### src/rtl/vram_pkg.sv
// Shared definitions for the display RAM arbiter: read-return owner encoding
// and default memory geometry.
package vram_pkg;

  localparam int VRAM_ADDR_WIDTH = 12;
  localparam int VRAM_DATA_WIDTH = 8;

  typedef enum logic [1:0] {
    OWN_NONE = 2'd0,
    OWN_SCAN = 2'd1,
    OWN_HOST = 2'd2
  } owner_t;

endpackage

### src/rtl/vram_arbiter_if.sv
// Requester and memory-port bundle for the display RAM arbiter.
// slave is the arbiter's view; master is the requesters-plus-RAM side.
interface vram_arbiter_if #(
  parameter int ADDR_WIDTH = vram_pkg::VRAM_ADDR_WIDTH,
  parameter int DATA_WIDTH = vram_pkg::VRAM_DATA_WIDTH
);

  logic                  host_req;
  logic                  host_we;
  logic [ADDR_WIDTH-1:0] host_addr;
  logic [DATA_WIDTH-1:0] host_wdata;
  logic                  host_ack;
  logic                  host_rvalid;
  logic [DATA_WIDTH-1:0] host_rdata;

  logic                  scan_req;
  logic [ADDR_WIDTH-1:0] scan_addr;
  logic                  scan_ack;
  logic                  scan_rvalid;
  logic [DATA_WIDTH-1:0] scan_rdata;

  logic                  mem_en;
  logic                  mem_we;
  logic [ADDR_WIDTH-1:0] mem_addr;
  logic [DATA_WIDTH-1:0] mem_wdata;
  logic [DATA_WIDTH-1:0] mem_rdata;

  modport slave (
    input  host_req, host_we, host_addr, host_wdata,
    output host_ack, host_rvalid, host_rdata,
    input  scan_req, scan_addr,
    output scan_ack, scan_rvalid, scan_rdata,
    output mem_en, mem_we, mem_addr, mem_wdata,
    input  mem_rdata
  );

  modport master (
    output host_req, host_we, host_addr, host_wdata,
    input  host_ack, host_rvalid, host_rdata,
    output scan_req, scan_addr,
    input  scan_ack, scan_rvalid, scan_rdata,
    input  mem_en, mem_we, mem_addr, mem_wdata,
    output mem_rdata
  );

endinterface

### src/rtl/arb_starve_timer.sv
// Saturating count of consecutive cycles the host has been denied; starved
// tells the grant logic to let the host win over scan-out.
module arb_starve_timer #(
  parameter  int STARVE_LIMIT = 4,
  localparam int CNT_W        = $clog2(STARVE_LIMIT + 1)
) (
  input  logic             clock,
  input  logic             reset,
  input  logic             host_req,
  input  logic             host_grant,
  output logic [CNT_W-1:0] starve_cnt,
  output logic             starved
);

  localparam logic [CNT_W-1:0] LIMIT = CNT_W'(STARVE_LIMIT);

  always_ff @(posedge clock or posedge reset) begin
    if (reset) begin
      starve_cnt <= '0;
    end else if (!host_req || host_grant) begin
      starve_cnt <= '0;
    end else if (starve_cnt != LIMIT) begin
      starve_cnt <= starve_cnt + CNT_W'(1);
    end
  end

  assign starved = (starve_cnt == LIMIT);

endmodule

### src/rtl/vram_arbiter.sv
// Fixed-priority arbiter for the single-port display RAM: scan-out wins unless
// the host has been starved; read data is routed back to whoever issued it.
module vram_arbiter
  import vram_pkg::*;
#(
  parameter int ADDR_WIDTH   = VRAM_ADDR_WIDTH,
  parameter int DATA_WIDTH   = VRAM_DATA_WIDTH,
  parameter int STARVE_LIMIT = 4
) (
  input logic         clock,
  input logic         reset,
  vram_arbiter_if.slave bus
);

  localparam int CNT_W = $clog2(STARVE_LIMIT + 1);

  logic                  grant_scan;
  logic                  grant_host;
  logic                  starved;
  logic [CNT_W-1:0]      starve_cnt;
  logic [ADDR_WIDTH-1:0] grant_addr;
  owner_t                owner_d;
  owner_t                owner_q;
  logic [DATA_WIDTH-1:0] scan_hold_q;
  logic [DATA_WIDTH-1:0] host_hold_q;

  arb_starve_timer #(
    .STARVE_LIMIT (STARVE_LIMIT)
  ) u_starve (
    .clock      (clock),
    .reset      (reset),
    .host_req   (bus.host_req),
    .host_grant (grant_host),
    .starve_cnt (starve_cnt),
    .starved    (starved)
  );

  // Gated by reset so every port output reads 0 the moment reset is raised.
  always_comb begin
    grant_scan = 1'b0;
    grant_host = 1'b0;
    if (!reset) begin
      if (bus.scan_req && !(bus.host_req && starved)) begin
        grant_scan = 1'b1;
      end else if (bus.host_req) begin
        grant_host = 1'b1;
      end
    end
  end

  always_comb begin
    bus.mem_en    = 1'b0;
    bus.mem_we    = 1'b0;
    bus.mem_wdata = '0;
    bus.scan_ack  = 1'b0;
    bus.host_ack  = 1'b0;
    grant_addr    = '0;
    owner_d       = OWN_NONE;
    if (grant_scan) begin
      bus.mem_en   = 1'b1;
      grant_addr   = bus.scan_addr;
      bus.scan_ack = 1'b1;
      owner_d      = OWN_SCAN;
    end else if (grant_host) begin
      bus.mem_en    = 1'b1;
      bus.mem_we    = bus.host_we;
      grant_addr    = bus.host_addr;
      bus.mem_wdata = bus.host_wdata;
      bus.host_ack  = 1'b1;
      owner_d       = bus.host_we ? OWN_NONE : OWN_HOST;
    end
  end

  assign bus.mem_addr = grant_addr;

  always_ff @(posedge clock or posedge reset) begin
    if (reset) begin
      owner_q <= OWN_NONE;
    end else begin
      owner_q <= owner_d;
    end
  end

  // RAM data lands the cycle after the access; pass it straight through on
  // the valid cycle and keep a copy so rdata holds between pulses.
  always_ff @(posedge clock or posedge reset) begin
    if (reset) begin
      scan_hold_q <= '0;
      host_hold_q <= '0;
    end else begin
      if (owner_q == OWN_SCAN) scan_hold_q <= bus.mem_rdata;
      if (owner_q == OWN_HOST) host_hold_q <= bus.mem_rdata;
    end
  end

  assign bus.scan_rvalid = (owner_q == OWN_SCAN);
  assign bus.host_rvalid = (owner_q == OWN_HOST);
  assign bus.scan_rdata  = bus.scan_rvalid ? bus.mem_rdata : scan_hold_q;
  assign bus.host_rdata  = bus.host_rvalid ? bus.mem_rdata : host_hold_q;

  starved_matches_cnt: assert property (@(posedge clock) disable iff (reset)
    starved == (starve_cnt == CNT_W'(STARVE_LIMIT)));

endmodule

### src/flat_wrapper.sv
// flat-port wrapper written by rule: the top's interface ports become plain ports
module vram_arbiter_flat import vram_pkg::*;
#(
  parameter int ADDR_WIDTH   = VRAM_ADDR_WIDTH,
  parameter int DATA_WIDTH   = VRAM_DATA_WIDTH,
  parameter int STARVE_LIMIT = 4
)
  (clock, reset, bus_host_req, bus_host_we, bus_host_addr, bus_host_wdata, bus_host_ack, bus_host_rvalid, bus_host_rdata, bus_scan_req, bus_scan_addr, bus_scan_ack, bus_scan_rvalid, bus_scan_rdata, bus_mem_en, bus_mem_we, bus_mem_addr, bus_mem_wdata, bus_mem_rdata);
  vram_arbiter_if #(.ADDR_WIDTH(ADDR_WIDTH), .DATA_WIDTH(DATA_WIDTH)) bus_i ();
  input logic clock;
  input logic reset;
  input wire logic [$bits(bus_i.host_req)-1:0] bus_host_req;
  input wire logic [$bits(bus_i.host_we)-1:0] bus_host_we;
  input wire logic [$bits(bus_i.host_addr)-1:0] bus_host_addr;
  input wire logic [$bits(bus_i.host_wdata)-1:0] bus_host_wdata;
  output wire logic [$bits(bus_i.host_ack)-1:0] bus_host_ack;
  output wire logic [$bits(bus_i.host_rvalid)-1:0] bus_host_rvalid;
  output wire logic [$bits(bus_i.host_rdata)-1:0] bus_host_rdata;
  input wire logic [$bits(bus_i.scan_req)-1:0] bus_scan_req;
  input wire logic [$bits(bus_i.scan_addr)-1:0] bus_scan_addr;
  output wire logic [$bits(bus_i.scan_ack)-1:0] bus_scan_ack;
  output wire logic [$bits(bus_i.scan_rvalid)-1:0] bus_scan_rvalid;
  output wire logic [$bits(bus_i.scan_rdata)-1:0] bus_scan_rdata;
  output wire logic [$bits(bus_i.mem_en)-1:0] bus_mem_en;
  output wire logic [$bits(bus_i.mem_we)-1:0] bus_mem_we;
  output wire logic [$bits(bus_i.mem_addr)-1:0] bus_mem_addr;
  output wire logic [$bits(bus_i.mem_wdata)-1:0] bus_mem_wdata;
  input wire logic [$bits(bus_i.mem_rdata)-1:0] bus_mem_rdata;
  assign bus_i.host_req = bus_host_req;
  assign bus_i.host_we = bus_host_we;
  assign bus_i.host_addr = bus_host_addr;
  assign bus_i.host_wdata = bus_host_wdata;
  assign bus_host_ack = bus_i.host_ack;
  assign bus_host_rvalid = bus_i.host_rvalid;
  assign bus_host_rdata = bus_i.host_rdata;
  assign bus_i.scan_req = bus_scan_req;
  assign bus_i.scan_addr = bus_scan_addr;
  assign bus_scan_ack = bus_i.scan_ack;
  assign bus_scan_rvalid = bus_i.scan_rvalid;
  assign bus_scan_rdata = bus_i.scan_rdata;
  assign bus_mem_en = bus_i.mem_en;
  assign bus_mem_we = bus_i.mem_we;
  assign bus_mem_addr = bus_i.mem_addr;
  assign bus_mem_wdata = bus_i.mem_wdata;
  assign bus_i.mem_rdata = bus_mem_rdata;
  vram_arbiter #(.ADDR_WIDTH(ADDR_WIDTH), .DATA_WIDTH(DATA_WIDTH), .STARVE_LIMIT(STARVE_LIMIT)) u_core (.clock(clock), .reset(reset), .bus(bus_i));
endmodule
### config.mk
export PLATFORM = sky130hd
export DESIGN_NAME = vram_arbiter_flat
export DESIGN_NICKNAME = d
export VERILOG_FILES = /design/src/rtl/vram_pkg.sv /design/src/rtl/vram_arbiter_if.sv /design/src/rtl/arb_starve_timer.sv /design/src/rtl/vram_arbiter.sv /design/src/flat_wrapper.sv
export SDC_FILE = /design/constraint.sdc
export NUM_CORES = 1
export LEC_CHECK = 0
export CAP_MARGIN = 20
export CORE_UTILIZATION = 50
export DETAILED_ROUTE_END_ITERATION = 12
export DONT_BUFFER_PORTS = 1
export HOLD_SLACK_MARGIN = 0.05
export PLACE_DENSITY = 0.74
export SYNTH_ARGS = -nofsm -noshare
export SYNTH_HDL_FRONTEND = slang
export SYNTH_SLANG_ARGS = --single-unit
### constraint.sdc
create_clock -name clock -period 1.6 [get_ports clock]
set_input_delay 0.32 -clock clock [delete_from_list [all_inputs] [get_ports clock]]
set_output_delay 0.32 -clock clock [all_outputs]
set_load 0.02 [all_outputs]
Yosys cells after proc, flatten, opt, wreduce, memory -nomap -nowiden
Cells that the tools add are included.
Storage, ports and cells
  output and inout port bits: 42
  logic and storage cells: 37
  input bits: 45
  register bits: 21
Operators by class
  reductions and logical operators: 6
  equality and inequality tests: 4
  $add $sub $neg: 1
  multiplexer cells: 22
Operators by type and width (count)
  $mux W8: 4
  $mux W12: 2
  $mux W1: 11
  $mux W2: 3
  $mux W3: 2
  $add A3 B1 Y3 const B: 1
  $eq A3 B3 Y1 const B: 1
  $ne A3 B3 Y1 const B: 1
  $eq A2 B1 Y1 const B: 1
  $eq A2 B2 Y1 const B: 1
  $logic_and A1 B1 Y1: 2
  $logic_not A1 Y1: 2
  $reduce_bool A2 Y1: 1
  $logic_or A1 B1 Y1: 1

Depth between registers and ports, before layout
Gate-level depths: netlist of run 1.
  depth in word-level cells: 8
  mapped depth: 5
  mapped depth without buffers: 4

Modules after synthesis
Synthesis of run 1 repeated with hierarchy kept, for this count alone.
Second synthesis, totals
  cell total of the unflattened synthesis: 105
  area, all modules: 1147.4 um^2
By module, submodules not included
  vram_arbiter: area each 960.9 um^2, times used 1, cells an instance 86
  arb_starve_timer: area each 186.4 um^2, times used 1, cells an instance 19

Worst setup path after synthesis of run 1
OpenSTA, ideal clock, no wires.
  path kind: register to output
  start point: register u_core.u_starve.starve_cnt[0]
  end point: output bus_mem_wdata[1]
  slack: -186 ps
  data arrival time: 1466 ps
  stages on the path, launching flop included: 6
  required time: 1280 ps
  path through: dfrtp_1 > inv_1 > ha_1 > a21boi_4 > buf_6 > nor3b_1
Between the ends
  longest elaborated chain between the ends: 8
  elaborated cells between the ends (all ways): 10
  those cells by class: eq/ne: 1; mux: 6; reduce/logical: 3
Ends and longest elaborated chain
  start, declared: line arb_starve_timer.sv:11  | output logic [CNT_W-1:0] starve_cnt,
  start signal, assigned: line arb_starve_timer.sv:23  | starve_cnt <= starve_cnt + CNT_W'(1);
  $eq A3 B3 Y1 *: line arb_starve_timer.sv:27  | assign starved = (starve_cnt == LIMIT);
  $logic_and A1 B1 Y1 *: line vram_arbiter.sv:43  | if (bus.scan_req && !(bus.host_req && starved)) begin
  $logic_not A1 Y1 *: line vram_arbiter.sv:43
  $logic_and A1 B1 Y1 *: line vram_arbiter.sv:43
  $mux W1: line vram_arbiter.sv:43
  $mux W1: line vram_arbiter.sv:42  | if (!reset) begin
  $mux W8: line vram_arbiter.sv:64  | end else if (grant_host) begin
  $mux W8 *: line vram_arbiter.sv:59  | if (grant_scan) begin
  end, declared: line flat_wrapper.sv:27  | output wire logic [$bits(bus_i.mem_wdata)-1:0] bus_mem_wdata;
Every way passes the cells marked *; elsewhere a longest branch is shown, timed or not.

Final worst setup path of run 1
  start point: register u_core.u_starve.starve_cnt[0]
  end point: output bus_mem_wdata[5]
Same word-level chain as after synthesis.

==> results of run 1 <==
-- layout make-up --
| cell class | count | area (sq um) | area share [%] |
|---|---|---|---|
| Clock buffer | 4 | 26.3 | 1.47 |
| Inverter | 4 | 15.0 | 0.837 |
| Tap cell | 30 | 37.5 | 2.09 |
| Multi-Input combinational cell | 84 | 885 | 49.3 |
| Timing Repair Buffer | 32 | 304 | 17.0 |
| Sequential cell | 21 | 526 | 29.3 |
-- worst paths after layout --
kind / from / end / slack [ns]
worst max register to register: u_core.u_starve.starve_cnt[0]$_DFFE_PP0P_ / u_core.u_starve.starve_cnt[2]$_DFFE_PP0P_ / 0.23
worst min-delay path: bus_host_we / u_core.owner_q[1]$_DFF_PP0_ / 0.09
worst min register to register: u_core.scan_hold_q[6]$_DFF_PP0_ / u_core.scan_hold_q[6]$_DFF_PP0_ / 0.56
max in group asynchronous: reset / u_core.u_starve.starve_cnt[1]$_DFFE_PP0P_ / 0.86
min in group asynchronous: reset / u_core.host_hold_q[3]$_DFF_PP0_ / 0.52
worst max-delay path: u_core.u_starve.starve_cnt[0]$_DFFE_PP0P_ / bus_mem_wdata[5] / -0.24
-- report_power, final --
part           leakage (nW)  switching (mW)  internal, mW
Combinational         0.522           0.302         0.257
Clock                0.0150           0.148        0.0970
Sequential            0.254          0.0332         0.619
Total                 0.791           0.483         0.973
-- registers in the layout, indices dropped and copies added (netlist names) --
signal and cells:
u_core.host_hold_q 8, u_core.scan_hold_q 8, u_core.owner_q 2, u_core.u_starve.starve_cnt 3
-- routing by layer --
metal  global-route usage (%)  vias up  wire, um
met4                     3.95        0        16
li1                         -      493         -
met2                     36.9       55      1690
met5                        0        -         0
met1                     27.6      528      1280
met3                     7.18        2       286
-- critical path, cell delays in order, from the launching register on --
cell       delay, ns
dfrtp_1         0.38
inv_2           0.06
ha_4            0.17
a21boi_4        0.21
clkbuf_16       0.21
nor3b_2         0.05
buf_4           0.15
-- synth_stat cells (2+ instances only) --
library cell  instances  area, sq um
dfrtp_1              21          526
ha_1                  2         25.0
inv_1                 4         15.0
nand2b_1              2         12.5
o21a_1                2         15.0
buf_2                 4         20.0
clkbuf_1              2         7.51
mux2_2               16          180
buf_6                 5         56.3
nand2_1               3         11.3
nand3b_1             25          188
nor3b_1              10         75.1
o22ai_1              14         87.6
-- cells by family after synthesis --
family | after synthesis | synth area share [%]
DFF | 21 | 40.2
buffers and inverters | 16 | 8.13
and+or+nand+nor | 46 | 25.3
adders and majority gates | 2 | 1.91
muxes | 16 | 13.8
AOI/OAI and AO/OA | 19 | 10.7
-- layout by cell type, fill, tap and decap left out, drive strengths merged --
cell type     n
clkbuf        5
nand2         3
mux2         16
nor3          1
buf          30
o22ai        14
dlygate4sd3   1
o211a         1
nor2          1
nand2b        4
and3          1
a21boi        1
ha            2
inv           4
nor2b         1
nand3b       25
o2bb2ai       1
nand3         1
dfrtp        21
o21a          2
nor3b        10
-- metrics by stage --
stage	hold WS (ns)	total power [mW]	util [%]	worst slack, ns	cells
CTS	0.0778	1.44	70.7	-0.244	173
floorplan	0.392	1.04	-	-0.186	120
finish	0.0871	1.46	72.4	-0.243	175
detailed placement	0.283	1.10	60.9	-0.0576	161
global placement	0.273	1.09	60.9	0.0120	161
global route	0.0751	1.53	72.4	-0.312	175
-- timing repair --
action	CTS	global route
endpoints found under the setup margin	40	39
pin swaps	1	3
resized for setup	39	3
endpoints found under the hold margin	21	0
buffers inserted	5	2
gates cloned	2	1
hold buffers	1	0
==> flow_metrics.tcl, run 1 <==
set metrics [dict create \
    outcome "complete, but fails checks" \
    synth_edf_count 0 \
    period_minus_slack_ns 1.84 \
    cts_tree "yes" \
    violations "negative setup slack" \
    synthArstFlopShare_pct 100 \
    power_density_mw_per_mm2 812 \
    fin_nets 193 \
    core_area_sq_mm 0.00248 \
    max_slew_margin_pct 78.3 \
    cts_root_buf "clkbuf_4" \
    first_iter_violations 18 \
    dp_hpwl_mm 2.10 \
    ant_nets 0 \
    synthCells 120 \
    path_clk_slew_ns 0.10 \
    placed_area_sq_mm 0.00151 \
    avgSynthCellArea_sq_um 10.9 \
    clkSinkCount 21 \
    fmax_mhz 543 \
    grt_pass1_vias 946 \
    ir_worst_vdd_mv 0.878 \
    worst_pin_slew_ns 0.327 \
    final_cell_area_sq_mm 0.00179 \
    crit_arrival_ns 1.52 \
    die_y_um 53.2 \
    syn-cell-area_sq_mm 0.00131 \
    start_util_pct 52.8 \
    post_drt_via_cell_ratio 6.16 \
    overflow 0 \
    synth-main-ff-cell "dfrtp_1" \
    drive_gt1_share_pct 53.1 \
    synth.distinct_cells 23 \
    holdPathStages 1 \
    slew_violations 0 \
    synth-warning-count 0 \
    finClkSkew_ns 0.00566 \
    worst_slack_ns -0.243 \
    wl_mm 3.27 \
    port_buffers 0 \
    gp_congestion 0.700 \
    fin_tns_setup_ns -6.66 \
    drc 0 \
    hold_viol 0 \
    rsz0062_at_grt "yes" \
    hp-class "in -> reg" \
    vias 1078 \
    firstDrtPassIters 4 \
    ys_ff_latch 21 \
    area_growth_syn_to_layout_pct 37.0 \
    cap_violations 0 \
    cts.path.max_buffers 2 \
    yosysSeqAreaShare_pct 40.2 \
    cts_buffers 3 \
    syn_nets 167 \
    num_antenna_cells 0 \
    rows 18 \
    worstSetupPathType "reg -> out" \
    n_fill_cell 174 \
    antenna_found_initial 0 \
    setup_viol 39 \
    grt_pass1_wl_mm 4.45 \
    dieWidth_um 53.2 \
    setup.worst_path.start_class "register" \
    p_leak_nw 0.791 \
    wire_per_inst_um 18.7 \
    worstRegToRegCells 7 \
    clock_latency_ns 0.30 \
    cp_max_fo 9 \
    crit_path_end_kind "output port" \
    period_share_pct 115 \
    grt_max_degree 30 \
    die_area_sq_mm 0.00283 \
    cp.required_ns 1.28 \
    pin_count 87 \
    track_usage_pct 22.0 \
    htreeDepth 1 \
]
Power figures use the tool's default switching activity.
==> inputs of run 2 (changes only) <==
==> constraint.sdc (replaced) <==
create_clock -name clock -period 1.6 [get_ports clock]
set_input_delay 0.08 -clock clock [delete_from_list [all_inputs] [get_ports clock]]
set_output_delay 0.08 -clock clock [all_outputs]
set_load 0.02 [all_outputs]
==> run 2 against run 1 <==
Largest cell class unchanged. Critical path type unchanged. Global-route usage rose by 0.71 points. Register-to-register slack improved by 0.08 ns. Clock-buffer cell count fell by 1. Via count barely moved. Clock skew fell by 0.00098 ns. Final area fell by 0.98%. The flow finishes with violations (design-rule violations, negative setup slack).
==> flow_metrics.tcl, run 2 (synthesized netlist as in run 1, its figures left out) <==
set metrics [dict create \
    clkSinkCount 21 \
    firstDrtPassIters 9 \
    slowest_stage "dfrtp_1" \
    max_stage_delay_ns 0.38 \
    vias 1077 \
    finClkSkew_ns 0.00468 \
    path_clk_slew_ns 0.12 \
    period_share_pct 102 \
    rsz0062_at_grt "yes" \
    die_area_sq_mm 0.00283 \
    num_antenna_cells 0 \
    finish.utilization_pct 71.7 \
    area_growth_syn_to_layout_pct 35.7 \
    fin_tns_setup_ns -0.173 \
    grt_pass1_vias 963 \
    rows 18 \
    cts_buffers 3 \
    post_drt_via_cell_ratio 5.85 \
    critPathTopFamily "buffers and inverters" \
    p_leak_nw 0.767 \
    crit_top_cell "buf_4" \
    die_y_um 53.2 \
    final_cell_mix "nand3b_1, buf_4, dfrtp_1, dlygate4sd3_1, o22ai_1" \
    ir_worst_vdd_mv 0.829 \
    worst_slack_ns -0.0242 \
    period_minus_slack_ns 1.62 \
    max_slew_margin_pct 75.0 \
    worstSetupPathType "reg -> out" \
    overflow 0 \
    drive_gt1_share_pct 46.1 \
    cp.required_ns 1.52 \
    setup.worst_path.start_class "register" \
    crit_arrival_ns 1.54 \
    fmax_mhz 616 \
    cts_root_buf "clkbuf_4" \
    cts.path.max_buffers 2 \
    wire_per_inst_um 17.4 \
    pin_count 87 \
    grt_max_degree 27 \
    reg.largest.list "u_core.host_hold_q: 8 flops, u_core.scan_hold_q: 8 flops, u_core.u_starve.starve_cnt: 3 flops" \
    dieWidth_um 53.2 \
    final_common_cell "nand3b_1" \
    port_buffers 0 \
    start_util_pct 52.8 \
    worst_pin_slew_ns 0.373 \
    hp-class "in -> reg" \
    track_usage_pct 22.7 \
    setup_viol 13 \
    first_iter_violations 17 \
    crit_chain "inv_2 -> ha_4 -> a21boi_4 -> buf_4 -> o22ai_1 -> buf_4" \
    hold_viol 0 \
    slew_violations 0 \
    holdWs_ns 0.0869 \
    antenna_found_initial 0 \
    power_density_mw_per_mm2 807 \
    dp_hpwl_mm 2.14 \
    crit_buf_inv 3 \
    ant_nets 0 \
    crit_path_end_kind "output port" \
    grt_pass1_wl_mm 4.50 \
    cap_violations 0 \
    wl_mm 3.20 \
    violations "design-rule violations, negative setup slack" \
    cp_max_fo 8 \
    drc 1 \
    cts_tree "yes" \
    clock_latency_ns 0.30 \
    fin_nets 202 \
    n_fill_cell 170 \
    gp_congestion 0.661 \
    outcome "complete, but fails checks" \
    core_area_sq_mm 0.00248 \
    htreeDepth 1 \
]
-- run 2: cell count changes in the layout (fill, tap and decap cells not counted), moves of 2 or more --
cell,change
mux2_2,+8
dlygate4sd3_1,+11
mux2_4,-8
o22ai_1,+5
nand2b_4,-2
o22ai_2,-5
-- run 2: stage by stage --
stage               cell area [sq um]  instances  worst slack, ns  power (mW)
floorplan                        1310        120           0.0539        1.03
global placement                 1460        164            0.200        1.07
detailed placement               1460        164           0.0613        1.09
CTS                              1710        183          -0.0186        1.40
global route                     1780        184           -0.106        1.50
finish                           1780        184          -0.0242        1.43
-- run 2: path summary, 6_finish.rpt --
kind,end,startpoint,slack [ns],depth (start not counted)
setup / recovery,bus_mem_addr[8],u_core.u_starve.starve_cnt[1]$_DFFE_PP0P_,-0.02,6
hold / removal,u_core.owner_q[1]$_DFF_PP0_,reset,0.09,2
setup reg to reg,u_core.scan_hold_q[3]$_DFF_PP0_,u_core.owner_q[1]$_DFF_PP0_,0.31,3
hold reg to reg,u_core.scan_hold_q[3]$_DFF_PP0_,u_core.scan_hold_q[3]$_DFF_PP0_,0.56,1
max in group asynchronous,u_core.host_hold_q[3]$_DFF_PP0_,reset,1.02,3
min in group asynchronous,u_core.owner_q[0]$_DFF_PP0_,reset,0.36,3
-- run 2: repair_timing --
item,in CTS,in global routing
setup endpoints to repair,23,39
hold endpoints to repair,42,0
hold buffers,12,0
setup buffers,3,0
cloned,0,1
pin swaps,5,0
resized for setup,19,15
-- run 2: report_power, final --
part	internal, mW	total [mW]	switching, mW
Sequential	0.619	0.647	0.0281
Combinational	0.228	0.533	0.305
Clock	0.0933	0.253	0.160
Total	0.940	1.43	0.493
-- run 2: area by class of cell --
type                       instances  area (sq um)  share of cell area (%)
inverter                           4          15.0                   0.846
tap                               30          37.5                    2.11
multi-input combinational         83           800                    45.0
clock inverter                     1          5.00                   0.282
timing repair buffer              42           370                    20.9
sequential                        21           526                    29.6
clock buffer                       3          22.5                    1.27
-- run 2: layer usage --
metal / global-route usage (%) / up-vias / wire length (um)
met5: 0 / - / 0
met4: 5.26 / 0 / 6
met3: 5.46 / 2 / 188
met2: 44.3 / 49 / 1780
met1: 24.0 / 521 / 1230
li1: - / 505 / -
